$ cat config.mk
export PLATFORM = sky130hd
export DESIGN_NAME = indication_pipe_serializer
export DESIGN_NICKNAME = d
export VERILOG_FILES = /design/src/rtl/indication_pipe_serializer.sv
export SDC_FILE = /design/constraint.sdc
export NUM_CORES = 1
export LEC_CHECK = 0
export BUFFER_PORTS_ARGS = -buffer_cell sky130_fd_sc_hd__clkbuf_2
export CELL_PAD_IN_SITES_DETAIL_PLACEMENT = 0
export CELL_PAD_IN_SITES_GLOBAL_PLACEMENT = 1
export CORE_MARGIN = 1
export CORE_UTILIZATION = 42
export DETAILED_ROUTE_END_ITERATION = 8
export GPL_ROUTABILITY_DRIVEN = 0
export PLACE_DENSITY_LB_ADDON = 0.1
export SETUP_SLACK_MARGIN = 0.3
export SLEW_MARGIN = 20
export SYNTH_ARGS = -nofsm -noshare
export SYNTH_HDL_FRONTEND = slang
export SYNTH_SLANG_ARGS = --single-unit
$ cat constraint.sdc
create_clock -name CLK -period 5.3 [get_ports CLK]
set_clock_uncertainty 0.05 [all_clocks]
set_input_delay 0.795 -clock CLK [delete_from_list [all_inputs] [get_ports CLK]]
set_output_delay 0.795 -clock CLK [all_outputs]
set_load 0.02 [all_outputs]
$ cat src/rtl/indication_pipe_serializer.sv
// Buffers whole indication messages in a small FIFO and emits each one as NW words, word 0 first.
// Word 0 appears right after the enqueue edge. Enqueue ready depends on FIFO occupancy only, and a word is held until out_ready.
module indication_pipe_serializer #(
  parameter int MSG_WIDTH  = 96,
  parameter int WORD_WIDTH = 32,
  parameter int DEPTH      = 2
) (
  input  logic                  CLK,
  input  logic                  nRST,
  input  logic                  pipe_enq__ENA,
  input  logic [MSG_WIDTH-1:0]  pipe_enq_v,
  output logic                  pipe_enq__RDY,
  output logic                  out_valid,
  output logic [WORD_WIDTH-1:0] out_data,
  output logic                  out_last,
  input  logic                  out_ready,
  output logic [15:0]           msg_count
);

  localparam int NW = MSG_WIDTH / WORD_WIDTH;
  localparam int IW = (NW > 1) ? $clog2(NW) : 1;
  localparam int PW = $clog2(DEPTH);
  localparam int CW = $clog2(DEPTH + 1);

  typedef enum logic {EMPTY, SEND} state_t;

  state_t               state, state_nxt;
  logic [MSG_WIDTH-1:0] mem [DEPTH];
  logic [MSG_WIDTH-1:0] head;
  logic [PW-1:0]        wptr, rptr;
  logic [CW-1:0]        count;
  logic [IW-1:0]        idx;
  logic                 enq_fire, pop, last_pop, at_last;

  always_comb begin
    state_nxt     = state;
    out_data      = '0;
    out_last      = 1'b0;
    head          = mem[rptr];
    // Ready depends on stored occupancy only, so a full FIFO refuses even when the head is leaving.
    pipe_enq__RDY = (count < CW'(DEPTH));
    enq_fire      = pipe_enq__ENA && pipe_enq__RDY && nRST;
    out_valid     = (state == SEND);
    at_last       = (idx == IW'(NW - 1));
    pop           = out_valid && out_ready;
    last_pop      = pop && at_last;
    if (out_valid) begin
      out_data = head[WORD_WIDTH*int'(idx) +: WORD_WIDTH];
      out_last = at_last;
    end
    case (state)
      EMPTY:   if (enq_fire) state_nxt = SEND;
      SEND:    if (last_pop && !enq_fire && count == CW'(1)) state_nxt = EMPTY;
      default: state_nxt = EMPTY;
    endcase
  end

  always_ff @(posedge CLK or negedge nRST) begin
    if (!nRST) begin
      state     <= EMPTY;
      count     <= '0;
      wptr      <= '0;
      rptr      <= '0;
      idx       <= '0;
      msg_count <= '0;
    end else begin
      state <= state_nxt;
      if (enq_fire) wptr <= wptr + 1'b1;
      if (last_pop) begin
        rptr      <= rptr + 1'b1;
        idx       <= '0;
        msg_count <= msg_count + 16'd1;
      end else if (pop) begin
        idx <= idx + 1'b1;
      end
      case ({enq_fire, last_pop})
        2'b10:   count <= count + 1'b1;
        2'b01:   count <= count - 1'b1;
        default: count <= count;
      endcase
    end
  end

  always_ff @(posedge CLK) begin
    if (enq_fire) mem[wptr] <= pipe_enq_v;
  end

endmodule

# Yosys cells after proc, flatten, opt, wreduce, memory -nomap -nowiden
# Memory sizes are Yosys's and may differ from the RTL's.
# Cells that the tools add are included.
[classes]
n_addsub = 6
magnitude_cmp = 1
eq_ne = 4
shift = 1
n_mux = 9
bitwise = 1
reduce_logical = 9
[op_table]
columns = ["operator", "count"]
rows = [
  ["variable part select 96 x 8 -> 32 bit", 1],
  ["two-way mux 32 bit", 1],
  ["adder 16 x 1 -> 16 bit, second input constant", 1],
  ["logical AND 1 bit", 6],
  ["adder 2 x 1 -> 2 bit, second input constant", 2],
  ["== test 2 x 1 -> 1 bit, second input constant", 2],
  ["== test 2 bit, second input constant", 2],
  ["two-way mux 1 bit", 4],
  ["two-way mux 2 bit", 2],
  ["one-hot mux 2 bit (2 select lines)", 1],
  ["nonzero test 2 bit", 2],
  ["adder 1 bit, second input constant", 2],
  ["< comparator 2 bit, second input constant", 1],
  ["one-hot mux 1 bit (2 select lines)", 1],
  ["subtractor 2 x 1 -> 2 bit, second input constant", 1],
  ["logical NOT 1 bit", 1],
  ["NOT 1 bit", 1],
]
[totals]
register_bits = 23
mem_bits_rw = 192
inputBits = 100
output_inout_bits = 51
wordCells = 38
memories = 1
[memory_table]
columns = ["memory", "depth", "width", "rd", "rd_ports_with_merged_regs", "wr", "line", "source"]
rows = [
  ["mem", 2, 96, 1, 0, 1, "28", "logic [MSG_WIDTH-1:0] mem [DEPTH];"],
]

# Logic depth before layout (Yosys ltp)
[logic_depth]
depth_word = 8
ltp_mapped = 7
mapped_depth_nobuf = 7

# Least setup slack after synthesis
# Ideal clock, no wire load.
[synth_timing]
kind = "input-to-reg"
start = "in nRST"
end = "mem mem[0][0], enable pin"
setup_ps = 551
arrival_time_ps = 5062
required_ps = 4699
setup_slack_ps = -364
stages = 3
path_buffers = 0
path_cell_list = "and3_1 > inv_1 > nor2_1"
[synth_via]
elab_chain_len = 3
[synth_lines]
columns = ["item", "line", "source"]
rows = [
  ["start, declared", "9", "input logic nRST,"],
  ["logical AND 1 bit", "42", "enq_fire = pipe_enq__ENA && pipe_enq__RDY && nRST;"],
  ["two-way mux 1 bit", "85", "if (enq_fire) mem[wptr] <= pipe_enq_v;"],
  ["two-way mux 1 bit (not written as such)", "85", ""],
  ["end, declared", "28", ""],
]
# No other way between the ends.

# Final worst setup path
[layout_timing]
start = "reg rptr"
end = "out out_data[1]"
[layout_via]
elab_chain_len = 3
[layout_lines]
columns = ["item", "line", "source"]
rows = [
  ["start, declared", "30", "logic [PW-1:0] wptr, rptr;"],
  ["start signal, assigned", "70", "rptr <= rptr + 1'b1;"],
  ["memory read (2 x 96 bit)", "n/a", ""],
  ["variable part select 96 x 8 -> 32 bit", "48", "out_data = head[WORD_WIDTH*int'(idx) +: WORD_WIDTH];"],
  ["two-way mux 32 bit", "47", "if (out_valid) begin"],
  ["end, declared", "14", "output logic [WORD_WIDTH-1:0] out_data,"],
]
# No other way between the ends.

==> results.txt <==
Final ANT Viol Nets - 0
post-synthesis xor/xnor area fraction - 1.86%
vias in the first global route - 5011
CTS Root Cell - clkbuf_16
Ports - 151
Post-synth EDFFs - 192
setup repair bufs after CTS - 0
footprint of the multi-input gates - 2030 um^2
fill cell count - 1736
Crit-path slowest cell - dfrtp_4
DR pass1 iterations - 4
total power - 5.59 mW
Reg-to-Reg End - mem[0][37]
PostCTS Resize Cnt - 0
Fin. Hold Viols - 0
Worst EP required - 4450 ps
initial detailed-routing violation count - 205
Synth cell types - 29
Fmax - 0.261 GHz
drt drc - 0
Async SR Flop Fraction - 10.7%
DRT Wirelength - 17300 um
most numerous cell in the Yosys netlist - edfxtp_1
cts bufs inserted - 24
Logic pwr share - 31.4%
fin crit period - 3830 ps
diode count - 0
Layout area overhead - 21.1%
share of cells above drive strength 1 - 28.3%
syn_area_per_cell - 15.7 um^2
Sw Share - 34.6%
GRT Resource Usage Total - 17.0%
Die Ht - 144 um
worst skew pair latency - 510 ps
top_reg_cell synth - edfxtp_1
Reg power frac - 40.7%
Max H-tree Level - 1
CTS tree - built
crit-path cells - buf_4 -> mux2i_1 -> o22ai_1 -> nor2_1 -> nor2_1 -> clkbuf_2
Avg Vias per Cell - 4.98
Slew Viols, Final - 0
Final period util - 72.2%
Max stage delay on crit path - 1100 ps
setup slack, reg-to-reg - 3080 ps
initial antenna violation count - 1
P_sw - 1.94 mW
I/O Buffers - 150
Hold-fix buffers, CTS - 0
Sequential Area - 6340 um^2
Top cell by count, worst path - nor2_1
RSZ-0062 raised after global routing - no
largest family of logic cells by synthesized area - multiplexers
via count - 4879
simple-gate share of the synthesized area - 7.28%
syn_nets - 644
clock share of power - 27.9%
Setup crit start kind - flop
register area share after synthesis - 74.7%
Setup TNS - 0 ps
HPWL Detailed - 10500 um
Overflow after GRT - 0
largest cells by area after synthesis - edfxtp_1 68%, mux2i_1 11%, dfrtp_1 6.8%
Worst Hold Class - in -> async
first-pass GRT wire length - 26700 um
largest net degree at the start of global routing - 61
worst relative slew slack - 25.2%
die area - 20800 um^2
post-synthesis adder-cell area fraction - 0.589%
P_int - 3.65 mW
Pwr Density - 543 nW/um^2
Row Count - 51
CP endpoint kind - output pin
Initial Util - 43.2%
post-synthesis compound-gate area fraction - 2.70%
r2r worst-path depth - 5
share of the synthesized area in the top cell type - 67.9%
Slew @ Worst Pin - 1120 ps
peak supply drop - 0.250 mV
Die Width - 144 um
Ys Warns - 0
clk sinks - 215
outcome - completed
DR WL/cell - 17.7 um
NumNets Final - 801
clk buf depth - 3
critical path arrival - 2980 ps
r2r startpoint - count[1]
mux cell area share after synthesis - 11.3%
Clock transition at path regs - 60 ps
Synth Instances - 540
Leak - 4.11 nW
leading area contributor after synthesis - edfxtp_1
max cap viols - 0
Core Region - 19700 um^2
crit path max fanout - 60
mapped cell area - 8490 um^2
Crit Path Class - reg -> out
FF+latch count, synth - 215
most frequent cells after synthesis - 192 x edfxtp_1, 103 x nor2_1, 96 x mux2i_1
setup violators final - 0
[layout make-up]
class | instances | area share, %
Tap cell | 265 | 3.22
Sequential cell | 215 | 61.7
Inverter | 5 | 0.195
Timing Repair Buffer | 157 | 7.81
Multi-Input combinational cell | 294 | 19.7
Clock buffer | 27 | 5.95
Clock inverter | 17 | 1.37
[critical path: cells and delay by family (launching register included)]
kind                   cells  cell delay, ps
AO/OA/AOI/OAI              1             110
buffers and inverters      2             710
flip-flops                 1            1100
AND/OR/NAND/NOR            2             220
multiplexers               1             250
[per-stage QoR]
stage / setup slack (ps) / std cells / utilization (%) / hold WS [ps] / cell area [um^2]
after floorplan: 1260 / 540 / - / 400 / 8500
after global routing: 1290 / 980 / 52.3 / 258 / 10300
after CTS: 1450 / 980 / 52.3 / 229 / 10300
after global placement: 2030 / 936 / 48.5 / 415 / 9530
final: 1470 / 980 / 52.3 / 225 / 10300
after detailed placement: 2000 / 936 / 48.5 / 427 / 9530
[power by group through the flow]
| stage | Sequential [mW] | Clock (mW) | Combinational, mW |
|---|---|---|---|
| 2_1_floorplan | 2.20 | 0 | 1.32 |
| 3_3_place_gp | 2.31 | 0 | 1.77 |
| 3_5_place_dp | 2.31 | 0 | 1.79 |
| 4_1_cts | 2.28 | 1.61 | 1.79 |
| 5_1_grt | 2.30 | 1.68 | 1.93 |
| 6_report | 2.28 | 1.56 | 1.75 |
[cell usage in the layout (no fill, tap or decap), drive strengths merged, types with 6 or more instances in the layout]
master and n:
xor2 7, dfrtp 23, xnor2 11, nand3 6, clkbuf 177, nand2 13
edfxtp 192, nor2 103, clkinv 14, mux2i 96, buf 7, o22ai 32
[sequential cells by signal, indices dropped and copies added, names as in the netlist]
register   flops
msg_count     16
wptr           1
out_valid      1
mem          192
rptr           1
idx            2
count          2
[logic make-up after synthesis]
group / after synthesis
buffers and inverters: 31
AO/OA/AOI/OAI: 37
flip-flops: 215
XOR/XNOR: 18
AND/OR/NAND/NOR: 139
adder cells (fa/ha/maj): 4
multiplexers: 96
[metal layers]
metal,wire length [um],track usage [%]
met2,8550,29.9
met1,7340,20.8
met5,11,0
met3,1100,4.50
met4,300,4.21
[how the worst max path moves through the flow]
stage,startpoint,endpoint,cells after the start
after global placement,rptr,out_data[10],6
after CTS,rptr,out_data[1],6
after floorplan,nRST,mem[0][0],3
after detailed placement,rptr,out_data[1],6
after global routing,rptr,out_data[1],6
final,rptr,out_data[1],6
Power figures use the tool's default switching activity.
